==> src/rtl/mem_responder_pkg.sv <==
// Shared types and sizing constants for the mem_responder slice.
package mem_responder_pkg;

  localparam int unsigned WORD_BYTES = 4;
  localparam int unsigned CNT_W      = 4;

  typedef enum logic [1:0] {
    IDLE = 2'd0,
    WAIT = 2'd1,
    RESP = 2'd2
  } state_e;

endpackage

==> src/rtl/mem_responder_array.sv <==
// DEPTH x 32 word storage: synchronous per-lane write, combinational read.
module mem_responder_array
  import mem_responder_pkg::*;
#(
  parameter int unsigned DEPTH = 64,
  parameter int unsigned AW    = 6
) (
  input  logic                  clk,
  input  logic                  we_i,
  input  logic [WORD_BYTES-1:0] be_i,
  input  logic [AW-1:0]         addr_i,
  input  logic [31:0]           wdata_i,
  output logic [31:0]           rdata_o
);

  logic [31:0] mem_q [DEPTH];

  // Contents are deliberately not reset.
  always_ff @(posedge clk) begin
    if (we_i) begin
      for (int i = 0; i < int'(WORD_BYTES); i++) begin
        if (be_i[i]) mem_q[addr_i][8*i +: 8] <= wdata_i[8*i +: 8];
      end
    end
  end

  assign rdata_o = mem_q[addr_i];

endmodule

==> src/rtl/mem_responder.sv <==
// Fixed-latency load/store responder with valid/ready request and response.
// Optional byte-lane store enables via MEM_RESPONDER_BYTE_WRITE_EN.
module mem_responder
  import mem_responder_pkg::*;
#(
  parameter int unsigned DEPTH   = 64,
  parameter int unsigned LATENCY = 2
) (
  input  logic        clk,
  input  logic        reset,
  input  logic        req_valid,
  output logic        req_ready,
  input  logic        req_we,
  input  logic [31:0] req_addr,
  input  logic [31:0] req_wdata,
`ifdef MEM_RESPONDER_BYTE_WRITE_EN
  input  logic [3:0]  req_be,
`endif
  output logic        rsp_valid,
  input  logic        rsp_ready,
  output logic [31:0] rsp_rdata,
  output logic        rsp_err
);

  localparam int unsigned AW = (DEPTH > 1) ? $clog2(DEPTH) : 1;

  state_e             state_q;
  logic [CNT_W-1:0]   cnt_q;
  logic [31:0]        pend_rdata_q;
  logic               pend_err_q;
  logic               rsp_valid_q;
  logic [31:0]        rsp_rdata_q;
  logic               rsp_err_q;

  logic               accept;
  logic               acc_err;
  logic [31:0]        arr_rdata;
  logic [31:0]        acc_rdata;
  logic               wr_en;
  logic [WORD_BYTES-1:0] wr_be;

  assign req_ready = (state_q == IDLE);
  assign accept    = req_valid && req_ready && !reset;
  assign acc_err   = (req_addr[1:0] != 2'b00) || (req_addr[31:2] >= 30'(DEPTH));
  assign acc_rdata = (req_we || acc_err) ? 32'd0 : arr_rdata;
  // Store commits on the accept edge; a bad address or reset suppresses it.
  assign wr_en     = accept && req_we && !acc_err;

`ifdef MEM_RESPONDER_BYTE_WRITE_EN
  assign wr_be = req_be;
`else
  assign wr_be = {WORD_BYTES{1'b1}};
`endif

  mem_responder_array #(
    .DEPTH (DEPTH),
    .AW    (AW)
  ) u_array (
    .clk     (clk),
    .we_i    (wr_en),
    .be_i    (wr_be),
    .addr_i  (req_addr[AW+1:2]),
    .wdata_i (req_wdata),
    .rdata_o (arr_rdata)
  );

  // Control FSM with registered response outputs (zero outside RESP).
  always_ff @(posedge clk) begin
    if (reset) begin
      state_q      <= IDLE;
      cnt_q        <= '0;
      pend_rdata_q <= '0;
      pend_err_q   <= 1'b0;
      rsp_valid_q  <= 1'b0;
      rsp_rdata_q  <= '0;
      rsp_err_q    <= 1'b0;
    end else begin
      case (state_q)
        IDLE: begin
          if (accept) begin
            if (LATENCY == 1) begin
              state_q     <= RESP;
              rsp_valid_q <= 1'b1;
              rsp_rdata_q <= acc_rdata;
              rsp_err_q   <= acc_err;
            end else begin
              state_q      <= WAIT;
              cnt_q        <= CNT_W'(LATENCY - 2);
              pend_rdata_q <= acc_rdata;
              pend_err_q   <= acc_err;
            end
          end
        end
        WAIT: begin
          if (cnt_q == '0) begin
            state_q     <= RESP;
            rsp_valid_q <= 1'b1;
            rsp_rdata_q <= pend_rdata_q;
            rsp_err_q   <= pend_err_q;
          end else begin
            cnt_q <= cnt_q - CNT_W'(1);
          end
        end
        RESP: begin
          if (rsp_ready) begin
            state_q     <= IDLE;
            rsp_valid_q <= 1'b0;
            rsp_rdata_q <= '0;
            rsp_err_q   <= 1'b0;
          end
        end
        default: state_q <= IDLE;
      endcase
    end
  end

  assign rsp_valid = rsp_valid_q;
  assign rsp_rdata = rsp_rdata_q;
  assign rsp_err   = rsp_err_q;

endmodule

==> config.mk <==
export PLATFORM = sky130hd
export DESIGN_NAME = mem_responder
export DESIGN_NICKNAME = d
export VERILOG_FILES = /design/src/rtl/mem_responder_pkg.sv /design/src/rtl/mem_responder_array.sv /design/src/rtl/mem_responder.sv
export SDC_FILE = /design/constraint.sdc
export NUM_CORES = 2
export LEC_CHECK = 0
export CAP_MARGIN = 20
export CORE_ASPECT_RATIO = 0.7
export CORE_MARGIN = 4
export CORE_UTILIZATION = 30
export CTS_CLUSTER_DIAMETER = 80
export DETAILED_ROUTE_END_ITERATION = 10
export DONT_BUFFER_PORTS = 1
export PLACE_DENSITY = 0.52
export SYNTH_ARGS = -nofsm -noshare
export SYNTH_HDL_FRONTEND = slang
export SYNTH_HIERARCHICAL = 1
export SYNTH_SLANG_ARGS = --single-unit
==> constraint.sdc <==
create_clock -name clk -period 3.2 [get_ports clk]
set_input_delay 0.16 -clock clk [delete_from_list [all_inputs] [get_ports clk]]
set_output_delay 0.16 -clock clk [all_outputs]
set_load 0.02 [all_outputs]
Word level (Yosys, flattened, before mapping)

Memories as Yosys holds them, arrays and structs flattened.
Cells that the tools add are included.

Add/subtract/negate cells: 1
Magnitude comparators: 1
Equal/unequal tests: 6
Mux-type cells: 18
Reduce and logical (&&, ||, !) cells: 17

Operator list:

| kind                                                                                  | count |
|---|---|
| 32-bit two-way mux                                                                    | 3 |
| 32-bit one-hot mux with 2 select lines                                                | 1 |
| 30-bit by 7-bit greater-or-equal comparator with 1-bit output (second input constant) | 1 |
| 3-bit AND reduction                                                                   | 3 |
| 4-bit two-way mux                                                                     | 2 |
| 4-bit one-hot mux with 2 select lines                                                 | 1 |
| 2-bit two-way mux                                                                     | 3 |
| 2-bit != test (second input constant)                                                 | 3 |
| 2-bit one-hot mux with 3 select lines                                                 | 1 |
| 2-bit nonzero test                                                                    | 3 |
| 1-bit two-way mux                                                                     | 5 |
| 1-bit logical AND                                                                     | 4 |
| 4-bit zero test                                                                       | 1 |
| 1-bit one-hot mux with 2 select lines                                                 | 2 |
| 4-bit by 1-bit subtractor with 4-bit output (second input constant)                   | 1 |
| 2-bit by 1-bit == test with 1-bit output (second input constant)                      | 1 |
| 2-bit == test (second input constant)                                                 | 1 |
| 1-bit zero test                                                                       | 2 |
| 2-bit zero test                                                                       | 1 |
| 1-bit logical OR                                                                      | 2 |
| 2-bit by 1-bit != test with 1-bit output (second input constant)                      | 1 |
| 2-bit AND reduction                                                                   | 1 |

Register bits: 73
RAM bits: 2048
Bits of input ports: 69
Output and inout port bits: 35
Word-level logic and storage cells: 51
Memories: 1

Memory list:

| name          | words | width | rd ports | clocked after memory_dff | write ports | line                      | RTL |
|---|---|---|---|---|---|---|---|
| u_array.mem_q | 64    | 32    | 1        | 0                        | 1           | mem_responder_array.sv:16 | `logic [31:0] mem_q [DEPTH];` |

Depth between registers and ports, before layout

Depth in word-level cells: 7
Mapped depth: 12
Depth with buffers taken out: 7

Modules after synthesis

Netlist, hierarchy kept.

Modules (own cells, without submodules):

| module              | times used | cells an instance | area an instance (um2) | sequential area each (um2) |
|---|---|---|---|---|
| mem_responder_array | 1          | 4614              | 78407.7                | 61499.0 |
| mem_responder       | 1          | 272               | 2861.5                 | 1461.4 |

Worst setup path before layout

OpenSTA, ideal clock, no wires.

Kind: register to register
Start point: reg state_q[0]
End point: mem u_array.mem_q[13][16], enable pin
Library setup time: 0.370 ns
Arrival: 2.654 ns
Required time: 2.830 ns
Path slack: 0.176 ns
Cell stages (with the launch flop): 9
Path buffers: 2
Period minus slack after synthesis: 3.024 ns
Path through: dfxtp_1 > or4b_1 > buf_2 > or3b_2 > nor3_1 > and2_1 > clkbuf_1 > nand3_1 > nor2_1

Word-level cells in the longest chain between the ends: 7

Ends and longest elaborated chain:

| item                                    | line                      | RTL |
|---|---|---|
| start: declaration                      | mem_responder.sv:27       | `state_e state_q;` |
| start signal: assignment                | mem_responder.sv:70       | `state_q <= IDLE;` |
| start signal: assignment                | mem_responder.sv:82       | `state_q <= RESP;` |
| start signal: assignment                | mem_responder.sv:87       | `state_q <= WAIT;` |
| 2-bit zero test                         | mem_responder.sv:42       | `assign req_ready = (state_q == IDLE);` |
| 1-bit logical AND (2 in series)         | mem_responder.sv:43       | `assign accept = req_valid && req_ready && !reset;` |
| 1-bit logical AND (2 in series)         | mem_responder.sv:47       | `assign wr_en = accept && req_we && !acc_err;` |
| net wr_en                               | mem_responder.sv:39       | `logic wr_en;` |
| 1-bit two-way mux                       | mem_responder_array.sv:20 | `if (we_i) begin` |
| 1-bit two-way mux (implied by the code) | mem_responder_array.sv:22 | `if (be_i[i]) mem_q[addr_i][8*i +: 8] <= wdata_i[8*i +: 8];` |
| end: declaration                        | mem_responder_array.sv:16 |  |

The timed path passes the listed nets, and every way through them passes these cells.

Worst setup path after layout

Start point: reg state_q[0]
End point: mem u_array.mem_q[13][31], enable pin

Same word-level chain as after synthesis.

==> out/results.ini <==
[timing]
timing.fmax_mhz = 318
setup_ws_ns = 0.0550
period_share_pct = 98.3
maxSlewHeadroom_pct = 19.1
clock-skew-final_ns = 0.0395
setup_violations = 0
slew_violations = 0
max_slew.worst_pin.slew_ns = 1.21
hold_viol = 0
finalSetupTns_ns = 0
finalCriticalPeriod_ns = 3.14
whs_ns = 0.0506

[floorplanning]
start_util_pct = 30.2
pin_count = 104
fp.dieH_um = 443
num_rows = 159
dieArea_mm2 = 0.279
fp.dieW_um = 630
core_area_mm2 = 0.269

[synthesis]
postSynthAreaPerCell_um2 = 16.6
synth_top_area_share_pct = 75.7
syn_inst = 4886
yosys_warnings = 6
ys_types = 60
syn_area_mm2 = 0.0813
ys_ff_latch = 2121
yosysMostFrequentCell = edfxtp_1
synth_ff_type = edfxtp_1
netlist_top_cells_count = 2048 x edfxtp_1, 548 x nor2_1, 493 x a221oi_1
synth.area.top_cells = edfxtp_1 76%, a221oi_1 5.3%, a22oi_1 2.7%
async_flop_share_pct = 0
synth_edf_count = 2048
synth_area_leader_cell = edfxtp_1
yosysSeqAreaShare_pct = 77.5

[drt]
viasPerCell = 5.55
ant_nets = 0
drt-total-wl_um = 281000
drt_pass1_iterations = 5
wl_per_cell_um = 30.5
drc = 0
num_vias = 51200
drt_iter0_drc = 7549

[worst_setup_path]
path_buf_inv = 3
worstPathRequired_ns = 3.73
crit_slowest_cell = or4b_4
path_max_fanout = 8
cp_top_family = simple AND/OR/NAND/NOR gates
critPathKind = reg -> reg
critPathCaptureType = flip-flop
startpoint_type = flip-flop
crit_chain = or4b_4 -> or3b_2 -> nor3_4 -> buf_6 -> and2_4 -> nand3_1 -> buf_6 -> nor2_1 -> buf_4
cp.arrival_ns = 3.67
critPathMostFrequentCell = buf_6
critical-path-max-stage-delay_ns = 0.56

[cts]
cts.clk_slew.worst_paths_ns = 0.07
clock_path_buffers = 4
cts_root_buffer = clkbuf_16
cts.sinks = 2121
cts_setup_buffers = 0
cts_tree = built
worst_skew_pair.late_latency_ns = 0.86
cts_inserted_buffers = 199
h-tree-depth = 4

[global_routing]
grt_first_pass_wirelength_um = 393000
antenna_found_initial = 19
grt_usage_pct = 19.5
grt_max_degree = 338
first_global_vias = 48600
grt_remaining_overflow = 0

[placed_design]
io_buffer_count = 0
dp_hpwl_um = 176000
dpl-instance-area_mm2 = 0.0901
numPlacedInstances = 8777
post-place-ws_ns = -0.482
place_congestion = 0.862

[power_and_ir_drop]
leakagePower_nw = 31.4
total_power_mw = 57.3
cellPowerDensity_mw_per_mm2 = 586
ir_drop_v = 0.000443

[layout]
fillCellCount = 25300
area_delta_synth_final_pct = 20.3
fin_cells = 9223
fin_area_mm2 = 0.0978
fin_nets = 5506
drive_gt1_share_pct = 20.7
postLayoutCoreUtil_pct = 36.4

[hold_path]
hold_class = in -> reg

[flow_run]
drv_cap = 0

[status]
outcome = complete, no violations

## path summary, 6_finish.rpt
kind	from	to	slack [ns]	cells after the start
min reg2reg	cnt_q[3]	cnt_q[3]	0.49	2
max reg2reg	state_q[0]	u_array/mem_q[13][31]	0.06	9
min	rsp_ready	rsp_valid	0.05	3
max	state_q[0]	u_array/mem_q[13][31]	0.06	9
## cell usage in the layout (no fill, tap or decap), types with 20 or more instances in the layout
| master | synthesis | layout |
|---|---|---|
| o21ai_0 | 106 | 106 |
| buf_16 | 0 | 32 |
| o21ai_1 | 22 | 22 |
| a21oi_1 | 68 | 67 |
| mux2i_1 | 126 | 126 |
| a221oi_1 | 493 | 493 |
| mux2_2 | 76 | 76 |
| a22oi_1 | 291 | 291 |
| nor2_1 | 548 | 538 |
| dfxtp_1 | 73 | 73 |
| clkbuf_16 | 0 | 201 |
| o22ai_1 | 135 | 135 |
| buf_4 | 15 | 566 |
| clkinv_1 | 1 | 57 |
| a22o_2 | 30 | 30 |
| buf_12 | 0 | 83 |
| clkbuf_1 | 182 | 33 |
| nand2_1 | 87 | 84 |
| dlygate4sd3_1 | 0 | 45 |
| mux4_2 | 42 | 42 |
| o221ai_1 | 20 | 20 |
| nand3_1 | 29 | 25 |
| clkinv_2 | 0 | 33 |
| edfxtp_1 | 2048 | 2048 |
| nor3_1 | 57 | 54 |
| and2_1 | 42 | 34 |
## worst min-delay path, delay by kind of cell
family / cells / cell delay [ns]
simple gates: 2 / 0.54
compound gates: 1 / 0.14
## cell families (layout without fill, tap and decap cells)
| family | count (synthesis) | after routing | synth area share [%] |
|---|---|---|---|
| AO/OA/AOI/OAI | 1262 | 1262 | 11.9 |
| multiplexers | 244 | 244 | 3.77 |
| flip-flops | 2121 | 2121 | 77.5 |
| buffers and inverters | 397 | 1100 | 2.23 |
| AND/OR/NAND/NOR | 859 | 859 | 4.64 |
| adder cells (fa/ha/maj) | 2 | 2 | 0.0308 |
| other | 1 | 13 | 0.00461 |
## state kept, by name (all words and copies together), names as in the netlist
name           flops
cnt_q              4
pend_err_q         1
pend_rdata_q      32
rsp_err            1
rsp_rdata         32
rsp_valid          1
state_q            2
u_array/mem_q   2048
## area by class of cell
class,count,area (um2),share of cell area [%]
flip-flops and latches,2121,63000,64.4
inverters,7,41.3,0.0422
multi-input cells,2371,16700,17.1
clock inverters,120,1010,1.03
well taps,3622,4530,4.63
diodes,9,22.5,0.0230
repair buffers,735,7340,7.51
clock buffers,238,5210,5.33
## what timing repair did
item,CTS,global route
setup endpoints to repair,2048,102
hold endpoints to repair,2119,0
pin swaps,0,1
hold buffers,78,0
resized for setup,11,18
## metal layers
layer | part of all wire (%) | global-route usage [%] | vias up
li1 | - | - | 21200
met1 | 45 | 30.0 | 26800
met2 | 42 | 27.7 | 2849
met3 | 11 | 4.30 | 370
met4 | 2.4 | 4.54 | 14
met5 | 0.032 | 0 | -
## report_power, final
| part | internal [mW] | total [mW] | switching [mW] |
|---|---|---|---|
| Clock | 12.9 | 23.2 | 10.3 |
| Sequential | 30.4 | 30.4 | 0.0205 |
| Combinational | 1.22 | 3.65 | 2.43 |
| Total | 44.6 | 57.3 | 12.7 |
Power figures use the tool's default switching activity.
